## src/rtl/regfile_mp_sb_if.sv

```systemverilog
// Bundle of read, write and reservation signals between the issue/writeback
// stages (master) and the multi-port register file (slave).
interface regfile_mp_sb_if #(
  parameter int DATA_WIDTH = 8,
  parameter int ADDR_WIDTH = 3
);
  logic [ADDR_WIDTH-1:0] rd_addr_a;
  logic [DATA_WIDTH-1:0] rd_data_a;
  logic                  rd_busy_a;
  logic [ADDR_WIDTH-1:0] rd_addr_b;
  logic [DATA_WIDTH-1:0] rd_data_b;
  logic                  rd_busy_b;
  logic                  wr0_en;
  logic [ADDR_WIDTH-1:0] wr0_addr;
  logic [DATA_WIDTH-1:0] wr0_data;
  logic                  wr1_en;
  logic [ADDR_WIDTH-1:0] wr1_addr;
  logic [DATA_WIDTH-1:0] wr1_data;
  logic                  rsv_en;
  logic [ADDR_WIDTH-1:0] rsv_addr;
  logic [ADDR_WIDTH:0]   busy_count;

  modport master (
    output rd_addr_a, rd_addr_b, wr0_en, wr0_addr, wr0_data,
           wr1_en, wr1_addr, wr1_data, rsv_en, rsv_addr,
    input  rd_data_a, rd_busy_a, rd_data_b, rd_busy_b, busy_count
  );

  modport slave (
    input  rd_addr_a, rd_addr_b, wr0_en, wr0_addr, wr0_data,
           wr1_en, wr1_addr, wr1_data, rsv_en, rsv_addr,
    output rd_data_a, rd_busy_a, rd_data_b, rd_busy_b, busy_count
  );
endinterface

```

## src/rtl/regfile_mp_sb.sv

```systemverilog
// Register file with two combinational read ports, two prioritised write
// ports and a per-register busy scoreboard with a registered population count.
module regfile_mp_sb #(
  parameter int DATA_WIDTH = 8,
  parameter int ADDR_WIDTH = 3,
  parameter bit BYPASS     = 1'b1,
  parameter bit ZERO_REG   = 1'b0
) (
  input logic            clock,
  input logic            reset,
  regfile_mp_sb_if.slave bus
);
  localparam int DEPTH = 1 << ADDR_WIDTH;

  logic [DATA_WIDTH-1:0] regFile_q [DEPTH];
  logic [DATA_WIDTH-1:0] regFile_d [DEPTH];
  logic [DEPTH-1:0]      busy_q;
  logic [DEPTH-1:0]      busy_d;
  logic [ADDR_WIDTH:0]   busyCount_q;
  logic [ADDR_WIDTH:0]   busyCount_d;

  logic                  wr0Ok;
  logic                  wr1Ok;
  logic                  rsvOk;
  logic [ADDR_WIDTH-1:0] rdAddr [2];
  logic [DATA_WIDTH-1:0] rdData [2];
  logic                  rdBusy [2];

  // With a hard-wired zero register, every access aimed at address 0 is dropped.
  assign wr0Ok = bus.wr0_en && !(ZERO_REG && (bus.wr0_addr == '0));
  assign wr1Ok = bus.wr1_en && !(ZERO_REG && (bus.wr1_addr == '0));
  assign rsvOk = bus.rsv_en && !(ZERO_REG && (bus.rsv_addr == '0));

  // wr1 is applied last so it wins a same-address collision; a reserve is
  // applied after both writes so a new producer outlives the retiring one.
  always_comb begin
    regFile_d   = regFile_q;
    busy_d      = busy_q;
    busyCount_d = '0;
    if (wr0Ok) begin
      regFile_d[bus.wr0_addr] = bus.wr0_data;
      busy_d[bus.wr0_addr]    = 1'b0;
    end
    if (wr1Ok) begin
      regFile_d[bus.wr1_addr] = bus.wr1_data;
      busy_d[bus.wr1_addr]    = 1'b0;
    end
    if (rsvOk) begin
      busy_d[bus.rsv_addr] = 1'b1;
    end
    for (int i = 0; i < DEPTH; i++) begin
      busyCount_d = busyCount_d + {{ADDR_WIDTH{1'b0}}, busy_d[i]};
    end
  end

  always_ff @(posedge clock) begin
    if (reset) begin
      regFile_q   <= '{default: '0};
      busy_q      <= '0;
      busyCount_q <= '0;
    end else begin
      regFile_q   <= regFile_d;
      busy_q      <= busy_d;
      busyCount_q <= busyCount_d;
    end
  end

  assign rdAddr[0] = bus.rd_addr_a;
  assign rdAddr[1] = bus.rd_addr_b;

  // Forwarding checks wr1 after wr0 so the higher-priority write is the one seen.
  always_comb begin
    for (int p = 0; p < 2; p++) begin
      rdData[p] = regFile_q[rdAddr[p]];
      rdBusy[p] = busy_q[rdAddr[p]];
      if (BYPASS) begin
        if (bus.wr0_en && (bus.wr0_addr == rdAddr[p])) begin
          rdData[p] = bus.wr0_data;
          rdBusy[p] = 1'b0;
        end
        if (bus.wr1_en && (bus.wr1_addr == rdAddr[p])) begin
          rdData[p] = bus.wr1_data;
          rdBusy[p] = 1'b0;
        end
      end
      if (ZERO_REG && (rdAddr[p] == '0)) begin
        rdData[p] = '0;
        rdBusy[p] = 1'b0;
      end
    end
  end

  assign bus.rd_data_a  = rdData[0];
  assign bus.rd_busy_a  = rdBusy[0];
  assign bus.rd_data_b  = rdData[1];
  assign bus.rd_busy_b  = rdBusy[1];
  assign bus.busy_count = busyCount_q;
endmodule

```

## src/flat_wrapper.sv

```systemverilog
// flat-port wrapper written by rule: the top's interface ports become plain ports
module regfile_mp_sb_flat 
#(
  parameter int DATA_WIDTH = 8,
  parameter int ADDR_WIDTH = 3,
  parameter bit BYPASS     = 1'b1,
  parameter bit ZERO_REG   = 1'b0
)
  (clock, reset, bus_rd_addr_a, bus_rd_addr_b, bus_wr0_en, bus_wr0_addr, bus_wr0_data, bus_wr1_en, bus_wr1_addr, bus_wr1_data, bus_rsv_en, bus_rsv_addr, bus_rd_data_a, bus_rd_busy_a, bus_rd_data_b, bus_rd_busy_b, bus_busy_count);
  regfile_mp_sb_if #(.DATA_WIDTH(DATA_WIDTH), .ADDR_WIDTH(ADDR_WIDTH)) bus_i ();
  input logic clock;
  input logic reset;
  input wire logic [$bits(bus_i.rd_addr_a)-1:0] bus_rd_addr_a;
  input wire logic [$bits(bus_i.rd_addr_b)-1:0] bus_rd_addr_b;
  input wire logic [$bits(bus_i.wr0_en)-1:0] bus_wr0_en;
  input wire logic [$bits(bus_i.wr0_addr)-1:0] bus_wr0_addr;
  input wire logic [$bits(bus_i.wr0_data)-1:0] bus_wr0_data;
  input wire logic [$bits(bus_i.wr1_en)-1:0] bus_wr1_en;
  input wire logic [$bits(bus_i.wr1_addr)-1:0] bus_wr1_addr;
  input wire logic [$bits(bus_i.wr1_data)-1:0] bus_wr1_data;
  input wire logic [$bits(bus_i.rsv_en)-1:0] bus_rsv_en;
  input wire logic [$bits(bus_i.rsv_addr)-1:0] bus_rsv_addr;
  output wire logic [$bits(bus_i.rd_data_a)-1:0] bus_rd_data_a;
  output wire logic [$bits(bus_i.rd_busy_a)-1:0] bus_rd_busy_a;
  output wire logic [$bits(bus_i.rd_data_b)-1:0] bus_rd_data_b;
  output wire logic [$bits(bus_i.rd_busy_b)-1:0] bus_rd_busy_b;
  output wire logic [$bits(bus_i.busy_count)-1:0] bus_busy_count;
  assign bus_i.rd_addr_a = bus_rd_addr_a;
  assign bus_i.rd_addr_b = bus_rd_addr_b;
  assign bus_i.wr0_en = bus_wr0_en;
  assign bus_i.wr0_addr = bus_wr0_addr;
  assign bus_i.wr0_data = bus_wr0_data;
  assign bus_i.wr1_en = bus_wr1_en;
  assign bus_i.wr1_addr = bus_wr1_addr;
  assign bus_i.wr1_data = bus_wr1_data;
  assign bus_i.rsv_en = bus_rsv_en;
  assign bus_i.rsv_addr = bus_rsv_addr;
  assign bus_rd_data_a = bus_i.rd_data_a;
  assign bus_rd_busy_a = bus_i.rd_busy_a;
  assign bus_rd_data_b = bus_i.rd_data_b;
  assign bus_rd_busy_b = bus_i.rd_busy_b;
  assign bus_busy_count = bus_i.busy_count;
  regfile_mp_sb #(.DATA_WIDTH(DATA_WIDTH), .ADDR_WIDTH(ADDR_WIDTH), .BYPASS(BYPASS), .ZERO_REG(ZERO_REG)) u_core (.clock(clock), .reset(reset), .bus(bus_i));
endmodule
```

## config.mk

```make
export PLATFORM = sky130hd
export DESIGN_NAME = regfile_mp_sb_flat
export DESIGN_NICKNAME = d
export VERILOG_FILES = /design/src/rtl/regfile_mp_sb_if.sv /design/src/rtl/regfile_mp_sb.sv /design/src/flat_wrapper.sv
export SDC_FILE = /design/constraint.sdc
export NUM_CORES = 1
export LEC_CHECK = 0
export BUFFER_PORTS_ARGS = -buffer_cell sky130_fd_sc_hd__buf_2
export CORE_MARGIN = 4
export CORE_UTILIZATION = 25
export CTS_CLUSTER_SIZE = 20
export DETAILED_ROUTE_END_ITERATION = 10
export GPL_TIMING_DRIVEN = 0
export PLACE_DENSITY_LB_ADDON = 0.08
export SLEW_MARGIN = 10
export SYNTH_ARGS = -nofsm -noshare
export SYNTH_HDL_FRONTEND = slang
export SYNTH_SLANG_ARGS = --single-unit
```

## constraint.sdc

```tcl
create_clock -name clock -period 11.9 [get_ports clock]
set_input_delay 2.38 -clock clock [delete_from_list [all_inputs] [get_ports clock]]
set_output_delay 2.38 -clock clock [all_outputs]
set_load 0.01 [all_outputs]
```

==> flow_summary.toml <==
[run_status]
status = "completed"

[timing]
fmax_mhz = 155
final.period_utilization = 0.542
worst-slew-pin-transition_ps = 940
rsz0062_at_grt = "no"
fin_tns_setup_ps = 0
post-route-min-period_ps = 6450
slew_viol_final = 0
worst_slew_margin_rel = 0.373
setup_viol = 0
skew_ps = 2.29
finalHoldViolations = 0

[pwr]
p_total_uw = 705
peakVddDrop_v = 0.0000641
power_density_nw_per_um2 = 116
p_leak_nw = 2.80

[worst_setup_path]
worst_path_most_repeated_cell = "buf_2"
startpoint_type = "input pin"
crit_slowest_cell = "clkbuf_1"
critPathBufInv = 4
worstPathMaxFanout = 10
critical_path_class = "input pin to primary output"
cp.required_ps = 9520
slowest_delay_ps = 380
cp.arrival_ps = 4070
crit_chain = "buf_4 > xnor2_1 > and4_1 > clkbuf_1 > buf_2 > nand2_1 > o21ai_1 > buf_2"
end_kind = "primary output"
rrSetupSlack_ps = 8890
critPathTopFamily = "buffers and inverters"

[finish]
layout_commonest_cell = "mux2i_1"
nets = 603
final_cell_area_um2 = 6060
seq_area_um2 = 1520
n_fill_cell = 2167
multi_input_area_um2 = 3410
drive_gt1_frac = 0.167
area_growth_pct = 14.9
final_util = 0.296
mostFrequentLayoutCells = "mux2i_1 (79), dfxtp_1 (76), nor2_1 (71)"
antennaDiodeCount = 0

[synth]
synthFlopType = "dfxtp_1"
syn-num-nets = 564
ys_async_sr_fraction = 0
ys_warn_count = 0
synth-edff-count = 0
synth_area_per_cell_um2 = 10.1
synth_seq_area_share = 0.288
synthCells = 521
ys_seq_elements = 76
ys_types = 34
syn_area_um2 = 5280

[floorplanning]
die-height_um = 153
die_w_um = 153
initial_core_util = 0.258
die_area_um2 = 23500
core.rowCount = 52
coreArea_um2 = 20500
num_io_pins = 58

[placement]
dpl_cell_area_um2 = 5760
globalplace.congestion = 0.770
dpl.hpwl_um = 14700
port_buffers = 28

[min_path]
hp-class = "register to register"

[cts]
cts.sinks = 76
cts_hold_buf = 0
clock_path_buffers = 2
cts-root-buf = "clkbuf_16"
cts_resized = 0
htreeDepth = 3
path_clk_slew_ps = 60
cts_buffers = 9
cts_tree = "yes"
clk_latency_ps = 350
postCtsSetupRepairBufs = 0

[routing]
drt_wl_total_um = 20600
viasPerCell = 5.27
drtAntennaViolNets = 0
drcViolationCount = 0
drt_iter0_drc = 279
wire_per_inst_um = 24.6
vias = 4392
drtPass1Iterations = 4

[job]
cap_violations = 0

[grt]
grt_pass1_wl_um = 30300
grt_pass1_vias = 4495
grt.overflow.total = 0
grt_antenna_before_repair = 0
grtUsageTotal = 0.175
grt_max_degree = 13
## final cells by class
type                            instances  area share
Buffer                                 63      0.0534
Clock buffer                           10      0.0378
Clock inverter                          5      0.0128
Inverter                                7     0.00433
Multi-Input combinational cell        375       0.562
Sequential cell                        76       0.251
Tap cell                              270      0.0557
Timing Repair Buffer                   28      0.0231
## cells by family after synthesis
group / count (synthesis) / share of synthesized area
simple gates: 133 / 0.115
compound gates: 89 / 0.120
mux: 133 / 0.366
flops: 76 / 0.288
buf+inv: 70 / 0.0664
fa+ha+maj: 7 / 0.0223
xor+xnor: 13 / 0.0216
## worst min-delay path: cells and delay by family, from the launching register on
family	cells	cell delay, ps
AO/OA/AOI/OAI	1	80
flip-flops	1	320
AND/OR/NAND/NOR	1	60
## synth_stat cells (2+ instances only)
cell,n,area share
inv_1,7,0.0050
o21ai_0,2,0.0019
dfxtp_1,76,0.29
buf_6,6,0.013
a211oi_1,63,0.090
mux4_2,2,0.0085
a32o_1,4,0.0076
mux2i_1,79,0.15
nand3_1,8,0.0076
o21ai_1,16,0.015
buf_4,5,0.0071
nand4b_1,3,0.0050
nor2_1,71,0.050
clkbuf_1,28,0.020
buf_2,19,0.018
nor2b_1,15,0.018
ha_1,3,0.0071
and2_1,2,0.0024
a32oi_1,2,0.0033
mux4_1,34,0.17
and4_1,2,0.0033
mux2_2,18,0.038
nand2_1,22,0.016
buf_1,5,0.0036
xnor2_1,12,0.020
fa_1,4,0.015
nand2_2,2,0.0024
nand4_1,4,0.0047
and3b_1,2,0.0033
## flip-flops by register name, summed over array words and instances (netlist names)
signal,flops
u_core.regFile_q,64
u_core.busy_q,8
u_core.bus.busy_count,4
## where the power goes
group,leakage (nW),switching (mW),internal (mW)
Sequential,0.620,0.00870,0.268
Combinational,2.03,0.0768,0.0555
Clock,0.148,0.115,0.182
Total,2.80,0.200,0.505
## metal layers
metal  wire, um  GRT usage  vias up
met5          0          0        -
met4        349     0.0530        0
met3        764     0.0260       19
met2       9580      0.278      115
met1       9860      0.245     2221
li1           -          -     2037
## worst paths after layout
check / startpoint / end / depth (start not counted)
hold reg to reg: u_core.regFile_q[31] / u_core.regFile_q[31] / 2
hold / removal: u_core.regFile_q[31] / u_core.regFile_q[31] / 2
setup reg to reg: u_core.busy_q[0] / u_core.bus.busy_count[1] / 10
setup / recovery: bus_rd_addr_a[2] / bus_rd_data_a[0] / 8
## metrics by stage
stage	setup slack (ps)	hold WS (ps)	std cells
floorplan	5980	462	521
global placement	5480	490	819
detailed placement	5470	492	819
CTS	5460	506	834
global route	5300	535	834
finish	5450	511	834
Note: power is estimated with default switching activity, not from simulation.
